$ cat src/rtl/sprite_dispatcher_if.sv
// rtl/sprite_dispatcher_if.sv - sprite draw queue head/pop bundle between queue and dispatcher
interface sprite_dispatcher_if #(
   parameter int ID_W    = 8,
   parameter int COORD_W = 16,
   parameter int SCALE_W = 8
);
   logic               dequeue;
   logic               is_empty;
   logic [ID_W-1:0]    sprite_id;
   logic [COORD_W-1:0] sprite_x;
   logic [COORD_W-1:0] sprite_y;
   logic [SCALE_W-1:0] sprite_scale;

   // dispatcher side: pops the queue and reads its head
   modport master (
      output dequeue,
      input  is_empty, sprite_id, sprite_x, sprite_y, sprite_scale
   );

   // queue side: presents the head and accepts pops
   modport slave (
      input  dequeue,
      output is_empty, sprite_id, sprite_x, sprite_y, sprite_scale
   );
endinterface

$ cat src/rtl/sprite_dispatcher.sv
// rtl/sprite_dispatcher.sv - round-robin sprite descriptor dispatcher over NUM_CH renderer channels
module sprite_dispatcher #(
   parameter int NUM_CH  = 4,
   parameter int ID_W    = 8,
   parameter int COORD_W = 16,
   parameter int SCALE_W = 8,
   localparam int CNT_W  = $clog2(NUM_CH + 1),
   localparam int RR_W   = (NUM_CH > 1) ? $clog2(NUM_CH) : 1
) (
   input  logic                        clock,
   input  logic                        reset,
   sprite_dispatcher_if.master         sprite_queue,
   input  logic                        dispatch_en,
   input  logic                        frame_flush,
   output logic [NUM_CH-1:0]           ch_en,
   output logic [NUM_CH-1:0]           ch_rst,
   output logic [NUM_CH*ID_W-1:0]      ch_id,
   output logic [NUM_CH*COORD_W-1:0]   ch_x,
   output logic [NUM_CH*COORD_W-1:0]   ch_y,
   output logic [NUM_CH*SCALE_W-1:0]   ch_scale,
   input  logic [NUM_CH-1:0]           ch_finished,
   output logic [CNT_W-1:0]            busy_count,
   output logic                        frame_idle
);

   typedef enum logic [1:0] {CH_IDLE, CH_BUSY, CH_RELEASE} ch_state_e;

   ch_state_e                  state_q [NUM_CH];
   ch_state_e                  state_d [NUM_CH];
   logic [NUM_CH-1:0]          en_q, en_d, rst_q, rst_d;
   logic                       deq_q, deq_d;
   logic [RR_W-1:0]            rr_q, rr_d;
   logic [CNT_W-1:0]           cnt_q, cnt_d;
   logic                       idle_q, idle_d;
   logic [NUM_CH*ID_W-1:0]     id_q;
   logic [NUM_CH*COORD_W-1:0]  x_q, y_q;
   logic [NUM_CH*SCALE_W-1:0]  scale_q;

   logic                       any_idle, all_idle, dispatch;
   logic [RR_W-1:0]            sel, sel_c;
   int                         cand;

   // pick the first idle channel at or after the round-robin pointer
   always_comb begin
      any_idle = 1'b0;
      all_idle = 1'b1;
      sel      = '0;
      sel_c    = '0;
      cand     = 0;
      for (int i = 0; i < NUM_CH; i++) begin
         cand  = (int'(rr_q) + i) % NUM_CH;
         sel_c = RR_W'(cand);
         if (!any_idle && state_q[sel_c] == CH_IDLE) begin
            any_idle = 1'b1;
            sel      = sel_c;
         end
         if (state_q[i] != CH_IDLE) all_idle = 1'b0;
      end
      // the head is stale while a pop is in flight, so skip that cycle
      dispatch = !sprite_queue.is_empty && !deq_q && dispatch_en && !frame_flush && any_idle;
   end

   // channel next-state, flush first, then per-channel transitions; status derived from next state
   always_comb begin
      en_d  = '0;
      rst_d = '0;
      cnt_d = '0;
      for (int k = 0; k < NUM_CH; k++) begin
         state_d[k] = state_q[k];
         if (frame_flush) begin
            state_d[k] = CH_RELEASE;
         end else begin
            case (state_q[k])
               CH_IDLE:    if (dispatch && int'(sel) == k) state_d[k] = CH_BUSY;
               CH_BUSY:    if (ch_finished[k]) state_d[k] = CH_RELEASE;
               CH_RELEASE: state_d[k] = CH_IDLE;
               default:    state_d[k] = CH_IDLE;
            endcase
         end
         en_d[k]  = (state_d[k] == CH_BUSY);
         rst_d[k] = (state_d[k] == CH_RELEASE);
         cnt_d    = cnt_d + CNT_W'(en_d[k]);
      end
      deq_d  = dispatch;
      rr_d   = rr_q;
      if (dispatch) rr_d = (int'(sel) == NUM_CH - 1) ? '0 : sel + RR_W'(1);
      idle_d = sprite_queue.is_empty && all_idle && !deq_q && !frame_flush;
   end

   // state, strobe and status registers
   always_ff @(posedge clock) begin
      if (reset) begin
         for (int k = 0; k < NUM_CH; k++) state_q[k] <= CH_IDLE;
         en_q   <= '0;
         rst_q  <= '0;
         deq_q  <= 1'b0;
         rr_q   <= '0;
         cnt_q  <= '0;
         idle_q <= 1'b0;
      end else begin
         for (int k = 0; k < NUM_CH; k++) state_q[k] <= state_d[k];
         en_q   <= en_d;
         rst_q  <= rst_d;
         deq_q  <= deq_d;
         rr_q   <= rr_d;
         cnt_q  <= cnt_d;
         idle_q <= idle_d;
      end
   end

   // latch the queue head into the chosen channel; fields persist past finish
   always_ff @(posedge clock) begin
      if (reset) begin
         id_q    <= '0;
         x_q     <= '0;
         y_q     <= '0;
         scale_q <= '0;
      end else if (dispatch) begin
         id_q[int'(sel)*ID_W +: ID_W]          <= sprite_queue.sprite_id;
         x_q[int'(sel)*COORD_W +: COORD_W]     <= sprite_queue.sprite_x;
         y_q[int'(sel)*COORD_W +: COORD_W]     <= sprite_queue.sprite_y;
         scale_q[int'(sel)*SCALE_W +: SCALE_W] <= sprite_queue.sprite_scale;
      end
   end

   assign sprite_queue.dequeue = deq_q;
   assign ch_en      = en_q;
   assign ch_rst     = rst_q;
   assign ch_id      = id_q;
   assign ch_x       = x_q;
   assign ch_y       = y_q;
   assign ch_scale   = scale_q;
   assign busy_count = cnt_q;
   assign frame_idle = idle_q;

endmodule

$ cat src/flat_wrapper.sv
// flat-port wrapper written by rule: the top's interface ports become plain ports
module sprite_dispatcher_flat 
#(
   parameter int NUM_CH  = 4,
   parameter int ID_W    = 8,
   parameter int COORD_W = 16,
   parameter int SCALE_W = 8,
   localparam int CNT_W  = $clog2(NUM_CH + 1),
   localparam int RR_W   = (NUM_CH > 1) ? $clog2(NUM_CH) : 1
)
  (clock, reset, dispatch_en, frame_flush, ch_en, ch_rst, ch_id, ch_x, ch_y, ch_scale, ch_finished, busy_count, frame_idle, sprite_queue_dequeue, sprite_queue_is_empty, sprite_queue_sprite_id, sprite_queue_sprite_x, sprite_queue_sprite_y, sprite_queue_sprite_scale);
  sprite_dispatcher_if #(.ID_W(ID_W), .COORD_W(COORD_W), .SCALE_W(SCALE_W)) sprite_queue_i ();
  input  logic clock;
  input  logic reset;
  input  logic dispatch_en;
  input  logic frame_flush;
  output logic [NUM_CH-1:0] ch_en;
  output logic [NUM_CH-1:0] ch_rst;
  output logic [NUM_CH*ID_W-1:0] ch_id;
  output logic [NUM_CH*COORD_W-1:0] ch_x;
  output logic [NUM_CH*COORD_W-1:0] ch_y;
  output logic [NUM_CH*SCALE_W-1:0] ch_scale;
  input  logic [NUM_CH-1:0] ch_finished;
  output logic [CNT_W-1:0] busy_count;
  output logic frame_idle;
  output wire logic [$bits(sprite_queue_i.dequeue)-1:0] sprite_queue_dequeue;
  input wire logic [$bits(sprite_queue_i.is_empty)-1:0] sprite_queue_is_empty;
  input wire logic [$bits(sprite_queue_i.sprite_id)-1:0] sprite_queue_sprite_id;
  input wire logic [$bits(sprite_queue_i.sprite_x)-1:0] sprite_queue_sprite_x;
  input wire logic [$bits(sprite_queue_i.sprite_y)-1:0] sprite_queue_sprite_y;
  input wire logic [$bits(sprite_queue_i.sprite_scale)-1:0] sprite_queue_sprite_scale;
  assign sprite_queue_dequeue = sprite_queue_i.dequeue;
  assign sprite_queue_i.is_empty = sprite_queue_is_empty;
  assign sprite_queue_i.sprite_id = sprite_queue_sprite_id;
  assign sprite_queue_i.sprite_x = sprite_queue_sprite_x;
  assign sprite_queue_i.sprite_y = sprite_queue_sprite_y;
  assign sprite_queue_i.sprite_scale = sprite_queue_sprite_scale;
  sprite_dispatcher #(.NUM_CH(NUM_CH), .ID_W(ID_W), .COORD_W(COORD_W), .SCALE_W(SCALE_W)) u_core (.clock(clock), .reset(reset), .sprite_queue(sprite_queue_i), .dispatch_en(dispatch_en), .frame_flush(frame_flush), .ch_en(ch_en), .ch_rst(ch_rst), .ch_id(ch_id), .ch_x(ch_x), .ch_y(ch_y), .ch_scale(ch_scale), .ch_finished(ch_finished), .busy_count(busy_count), .frame_idle(frame_idle));
endmodule
$ cat config.mk
export PLATFORM = sky130hd
export DESIGN_NAME = sprite_dispatcher_flat
export DESIGN_NICKNAME = d
export VERILOG_FILES = /design/src/rtl/sprite_dispatcher_if.sv /design/src/rtl/sprite_dispatcher.sv /design/src/flat_wrapper.sv
export SDC_FILE = /design/constraint.sdc
export NUM_CORES = 1
export LEC_CHECK = 0
export CAP_MARGIN = 20
export CORE_UTILIZATION = 40
export CTS_CLUSTER_DIAMETER = 60
export CTS_CLUSTER_SIZE = 8
export DETAILED_ROUTE_END_ITERATION = 8
export GPL_TIMING_DRIVEN = 1
export HOLD_SLACK_MARGIN = 0.05
export PLACE_DENSITY_LB_ADDON = 0.1
export SLEW_MARGIN = 40
export SYNTH_ARGS = -nofsm -noshare
export SYNTH_HDL_FRONTEND = slang
export SYNTH_SLANG_ARGS = --single-unit
$ cat constraint.sdc
create_clock -name clock -period 7.7 [get_ports clock]
set_clock_uncertainty 0.2 [all_clocks]
set_input_delay 0.77 -clock clock [delete_from_list [all_inputs] [get_ports clock]]
set_output_delay 0.77 -clock clock [all_outputs]
set_load 0.05 [all_outputs]
==> results of run 1 <==
## cells by family after synthesis
family | after synthesis
AO/OA/AOI/OAI | 224
flip-flops | 217
buffers and inverters | 67
AND/OR/NAND/NOR | 67
adder cells (fa/ha/maj) | 7
multiplexers | 2
## layout make-up
type | count | area share
Clock buffer | 32 | 0.0733
Clock inverter | 2 | 0.00256
Inverter | 14 | 0.00488
Multi-Input combinational cell | 300 | 0.239
Sequential cell | 217 | 0.403
Tap cell | 225 | 0.0261
Timing Repair Buffer | 272 | 0.250
## Yosys cell counts (all sizes together)
master,count
a32o,48
or3,3
a21oi,8
nand2b,2
nand4,4
nor2b,3
nor4b,3
o22a,1
o2111ai,1
dfxtp,217
nor3,6
o21ai,3
o31a,1
a31oi,8
nand3,2
a211oi,4
a2111oi,2
buf,29
or2,4
inv,14
or4,2
or3b,1
clkbuf,24
nor4,7
nor3b,1
ha,6
a41o,2
and2,2
nand2,4
o32ai,1
nor2,23
o21a,1
a22o,144
mux4,2
fa,1
## state kept, by name, indices dropped and copies added (netlist names), 2 cells and up, named ones only
register           count
u_core.state_q         8
u_core.ch_scale       32
u_core.rr_q            2
u_core.ch_y           64
u_core.ch_en           4
u_core.ch_id          32
u_core.ch_rst          4
u_core.ch_x           64
u_core.busy_count      3
## where the power goes
group	internal, mW	total (mW)	switching (mW)	leakage [nW]
combinational	0.0705	0.217	0.147	1.81
sequential	1.14	1.15	0.00987	1.75
clock	0.714	1.17	0.453	0.399
total	1.92	2.53	0.609	3.96
## metal layers
layer  track usage  part of all wire  vias up
li1              -                 -     2760
met5             0                 0        -
met3        0.0685             0.084       34
met4        0.0674             0.020        0
met1         0.296              0.42     2939
met2         0.387              0.47      274
## path summary, 6_finish.rpt
path	from	to	cells past startpoint
worst max-delay path	u_core.rr_q[0]	u_core.busy_count[1]	14
worst min-delay path	u_core.ch_y[9]	u_core.ch_y[9]	1
worst max register to register	u_core.rr_q[0]	u_core.busy_count[1]	14
worst min register to register	u_core.ch_y[9]	u_core.ch_y[9]	1
## worst max-delay path, delay by kind of cell, from the launching register on
| kind | cells | cell delay (ns) |
|---|---|---|
| buf+inv | 4 | 0.51 |
| simple gates | 6 | 1.67 |
| flops | 1 | 0.63 |
| compound gates | 1 | 0.32 |
| fa+ha+maj | 3 | 0.86 |
## metrics by stage
step	setup WS, ns	util	cell area (µm²)	cells
final	3.37	0.620	10800	1062
after global routing	3.12	0.620	10800	1062
after CTS	3.42	0.620	10800	1062
after detailed placement	3.09	0.573	9950	1028
after global placement	3.30	0.573	9950	1028
after floorplan	4.11	-	7150	584
==> flow_summary.yaml, run 1 <==
outcome:
  status: "finished clean"
final_layout:
  layout_commonest_cell: "clkdlybuf4s50_1"
  final_cell_mix: "261 x clkdlybuf4s50_1, 217 x dfxtp_1, 144 x a22o_1"
  finalNetCount: 900
  drive_above_1_share: 0.0741
  regArea_um2: 4340
  multi_input_area_um2: 2580
  area_growth_pct: 50.6
  fillers: 1375
  diodes: 0
floorplan:
  start_util: 0.412
  num_io_pins: 262
  die_area_um2: 18400
  num_rows: 48
  coreArea_um2: 17400
  die_x_um: 136
  die_h_um: 136
critical_path:
  path_common_cell: "inv_1"
  cp-end-kind: "flop"
  cp.arrival_ns: 4.53
  cp_cell_sequence: "inv_1, nand4_1, nand4_1, nor3b_1, nor2_1, inv_1, ha_1, inv_1, o31a_1, or3_1, fa_1, inv_1, ha_1, nor2b_1"
  reg2reg_slack_ns: 3.37
  cp_slowest_cell: "nor3b_1"
  critPathRequiredTime_ns: 7.91
  path_max_fanout: 16
  cpPeakStageDelay_ns: 0.68
  worst-setup-path-type: "flop to flop"
  startpoint_type: "flop"
sta:
  slew_headroom: 0.470
  hold_ws_ns: 0.263
  hold_viol: 0
  clock.fmax_mhz: 231
  slew_violations: 0
  fin_crit_sh: 0.562
  fin_crit_ns: 4.33
  tns_ns: 0
  setup_viol: 0
  rsz0062_at_grt: "no"
  tightestPinTransition_ns: 0.785
cts:
  insertion_delay_ns: 0.53
  root_buffer: "clkbuf_16"
  cts_tree: "built"
  cts_made_buffers: 31
  cts_setup_buffers: 0
  clock_sinks: 217
  cts_resized: 0
  cts_max_path_buffers: 3
  h-tree-depth: 1
  cts_hold_buf: 0
  clk_pin_slew_ns: 0.05
global_routing:
  track_usage: 0.235
  grt_pass1_wl_mm: 33.9
  grt_antenna_before_repair: 0
  grt_max_degree: 49
  grt-ovfl-total: 0
  grt_pass1_vias: 5970
logic_synthesis:
  synth_nets: 648
  synth_cells: 584
  synth_top_family_by_area: "compound AO/OA/AOI/OAI gates"
  yosysWarnings: 0
  synth-compound-area-share: 0.279
  synth_top_area_cell: "dfxtp_1"
  synthAdderAreaFrac: 0.0133
  synth.top_cell.area_share: 0.607
  avgSynthCellArea_um2: 12.2
  synthMuxAreaShare: 0.00630
  netlist_area_um2: 7150
  ys_ff_latch: 217
  ys_top_cells_by_area: "dfxtp_1 61%, a22o_1 18%, a32o_1 6.7%, buf_2 1.7%, clkbuf_1 1.3%"
  yosys.area_share.simple: 0.0521
  ys_types: 46
  synth_xor_area_frac: 0
  yosysSeqAreaShare: 0.607
placed_design:
  place_congestion: 0.849
  port_buffers: 261
  hpwl_mm: 14.5
job:
  timing.max_cap.violations: 0
routing:
  wl_per_cell_um: 20.8
  first_pass_iters: 4
  drc: 0
  viasPerCell: 5.66
  routed_wirelength_mm: 22.1
  ant_nets: 0
  dr_total_vias: 6007
  drt_iter0_markers: 358
pwr:
  p_leak_nw: 3.96
  power.density_nw_per_um2: 235
  design_power_total_mw: 2.53
  ir_drop_v: 0.000168
min_path:
  hold_path.class: "flop to flop"
No activity file was read; power rests on OpenSTA's default activity.
==> run 2: changes to the inputs <==
clock period = 3.65 ns   (was 7.7 ns; I/O delays follow)
==> run 2 against run 1 <==
Effect of this change:
- total power increased by 110%
- global-route usage increased by 0.41 points
- largest power group unchanged
- critical endpoint unchanged
- via count increased by 1.5%
- register-to-register slack got worse by 3.3 ns
- sequential share of layout area decreased by 0.75 points
- clock power increased by 110%
- final cell count increased by 2.4%
- first-iteration DRC count decreased by 11%
- die area unchanged
==> flow_summary.yaml, run 2 (same netlist as run 1, synthesis figures left out) <==
critical_path:
  cp-end-kind: "flop"
  path_max_fanout: 5
  startpoint_type: "flop"
  reg2reg_slack_ns: 0.12
  r2r.worst_path.cells: 14
  reg2reg_from: "u_core.state_q[3][0]"
  worst-setup-path-type: "flop to flop"
  crit_start: "u_core.state_q[3][0]"
  rr_endpoint: "u_core.busy_count[1]"
  critPathRequiredTime_ns: 3.86
  cp.arrival_ns: 3.73
  endpoint: "u_core.busy_count[1]"
floorplan:
  die_h_um: 136
  die_area_um2: 18400
  num_io_pins: 262
  start_util: 0.412
  coreArea_um2: 17400
  die_x_um: 136
  num_rows: 48
final_layout:
  post-route-util: 0.633
  finalNetCount: 925
  final_cell_mix: "261 x clkdlybuf4s50_1, 214 x dfxtp_1, 144 x a22o_1"
  area_growth_pct: 53.6
  diodes: 0
  layout_commonest_cell: "clkdlybuf4s50_1"
  drive_above_1_share: 0.113
  fin_area_um2: 11000
sta:
  clock.fmax_mhz: 284
  hold_viol: 0
  tns_ns: 0
  slew_headroom: 0.583
  fin_crit_sh: 0.966
  worst_slack_ns: 0.124
  slew_violations: 0
  setup_viol: 0
  tightestPinTransition_ns: 0.626
  fin_crit_ns: 3.53
cts:
  cts_max_path_buffers: 3
  root_buffer: "clkbuf_16"
  cts_tree: "built"
  h-tree-depth: 1
  clock_sinks: 217
  cts_made_buffers: 31
  clk_pin_slew_ns: 0.05
  insertion_delay_ns: 0.54
  cts_hold_buf: 0
global_routing:
  grt_pass1_vias: 6143
  track_usage: 0.239
  grt-ovfl-total: 0
  grt_pass1_wl_mm: 34.6
  grt_max_degree: 49
  grt_antenna_before_repair: 0
routing:
  drt_iter0_markers: 318
  dr_total_vias: 6096
  wl_per_cell_um: 20.6
  ant_nets: 0
  viasPerCell: 5.61
  drc: 0
  first_pass_iters: 5
  routed_wirelength_mm: 22.4
pwr:
  design_power_total_mw: 5.35
  ir_drop_v: 0.000415
  power.density_nw_per_um2: 487
  p_leak_nw: 4.09
min_path:
  hold_path.class: "input port to flop"
job:
  timing.max_cap.violations: 0
placed_design:
  hpwl_mm: 15.2
  dpl_cell_area_um2: 10100
  place_ws_ns: -0.0304
  port_buffers: 261
  place_congestion: 0.876
outcome:
  status: "finished clean"
-- run 2: through the flow --
stage,instances,hold slack (ns)
2_1_floorplan,584,0.275
3_3_place_gp,1051,0.249
3_5_place_dp,1051,0.255
4_1_cts,1086,0.202
5_1_grt,1087,0.237
6_report,1087,0.221
-- run 2: worst min path at each step --
| stage | from | to | cells past startpoint | slack [ns] |
|---|---|---|---|---|
| floorplan | u_core.state_q[3][1] | u_core.ch_en[3] | 1 | 0.27 |
| global placement | u_core.ch_y[11] | u_core.ch_y[11] | 1 | 0.25 |
| detailed placement | u_core.ch_x[10] | u_core.ch_x[10] | 1 | 0.26 |
| CTS | sprite_queue_is_empty | u_core.frame_idle | 3 | 0.20 |
| global route | sprite_queue_is_empty | u_core.frame_idle | 3 | 0.24 |
| finish | sprite_queue_is_empty | u_core.frame_idle | 3 | 0.22 |
-- run 2: what timing repair did --
action	CTS	global route
gates cloned	0	0
pin swaps	1	4
resized for setup	1	11
setup endpoints to repair	1	2
buffers inserted	1	1
-- run 2: power by group --
part	total (mW)	switching [mW]	internal (mW)
clock	2.43	0.945	1.49
combinational	0.496	0.324	0.172
sequential	2.42	0.0175	2.40
total	5.35	1.29	4.06
-- run 2: cell type report --
cell class	count	area [µm²]
Clock buffer	32	779
Clock inverter	2	28.8
Fill cell	1347	6370
Inverter	14	52.6
Multi-Input combinational cell	300	2610
Sequential cell	217	4350
Tap cell	225	282
Timing Repair Buffer	297	2880
-- run 2: critical path, cell delays in order, from the launching register on --
cell	delay, ns
dfxtp_1	0.35
or2_0	0.26
or4_1	0.50
nand4_1	0.16
o21a_1	0.19
nor2_2	0.07
inv_2	0.09
ha_4	0.14
inv_1	0.07
o31a_1	0.27
or3_4	0.34
fa_2	0.36
inv_1	0.07
ha_1	0.21
nor2b_1	0.13
-- run 2: routing by layer --
layer | part of all wire | routed length [µm] | track usage
met5 | 0 | 0 | 0
met4 | 0.021 | 471 | 0.0668
met3 | 0.084 | 1890 | 0.0726
met2 | 0.47 | 10600 | 0.393
met1 | 0.42 | 9440 | 0.301
==> run 3: changes to the inputs <==
HOLD_SLACK_MARGIN = not set   (was 0.05)
==> results of run 3 <==
No change in the layout: final DEF, timing and power equal those of run 2.
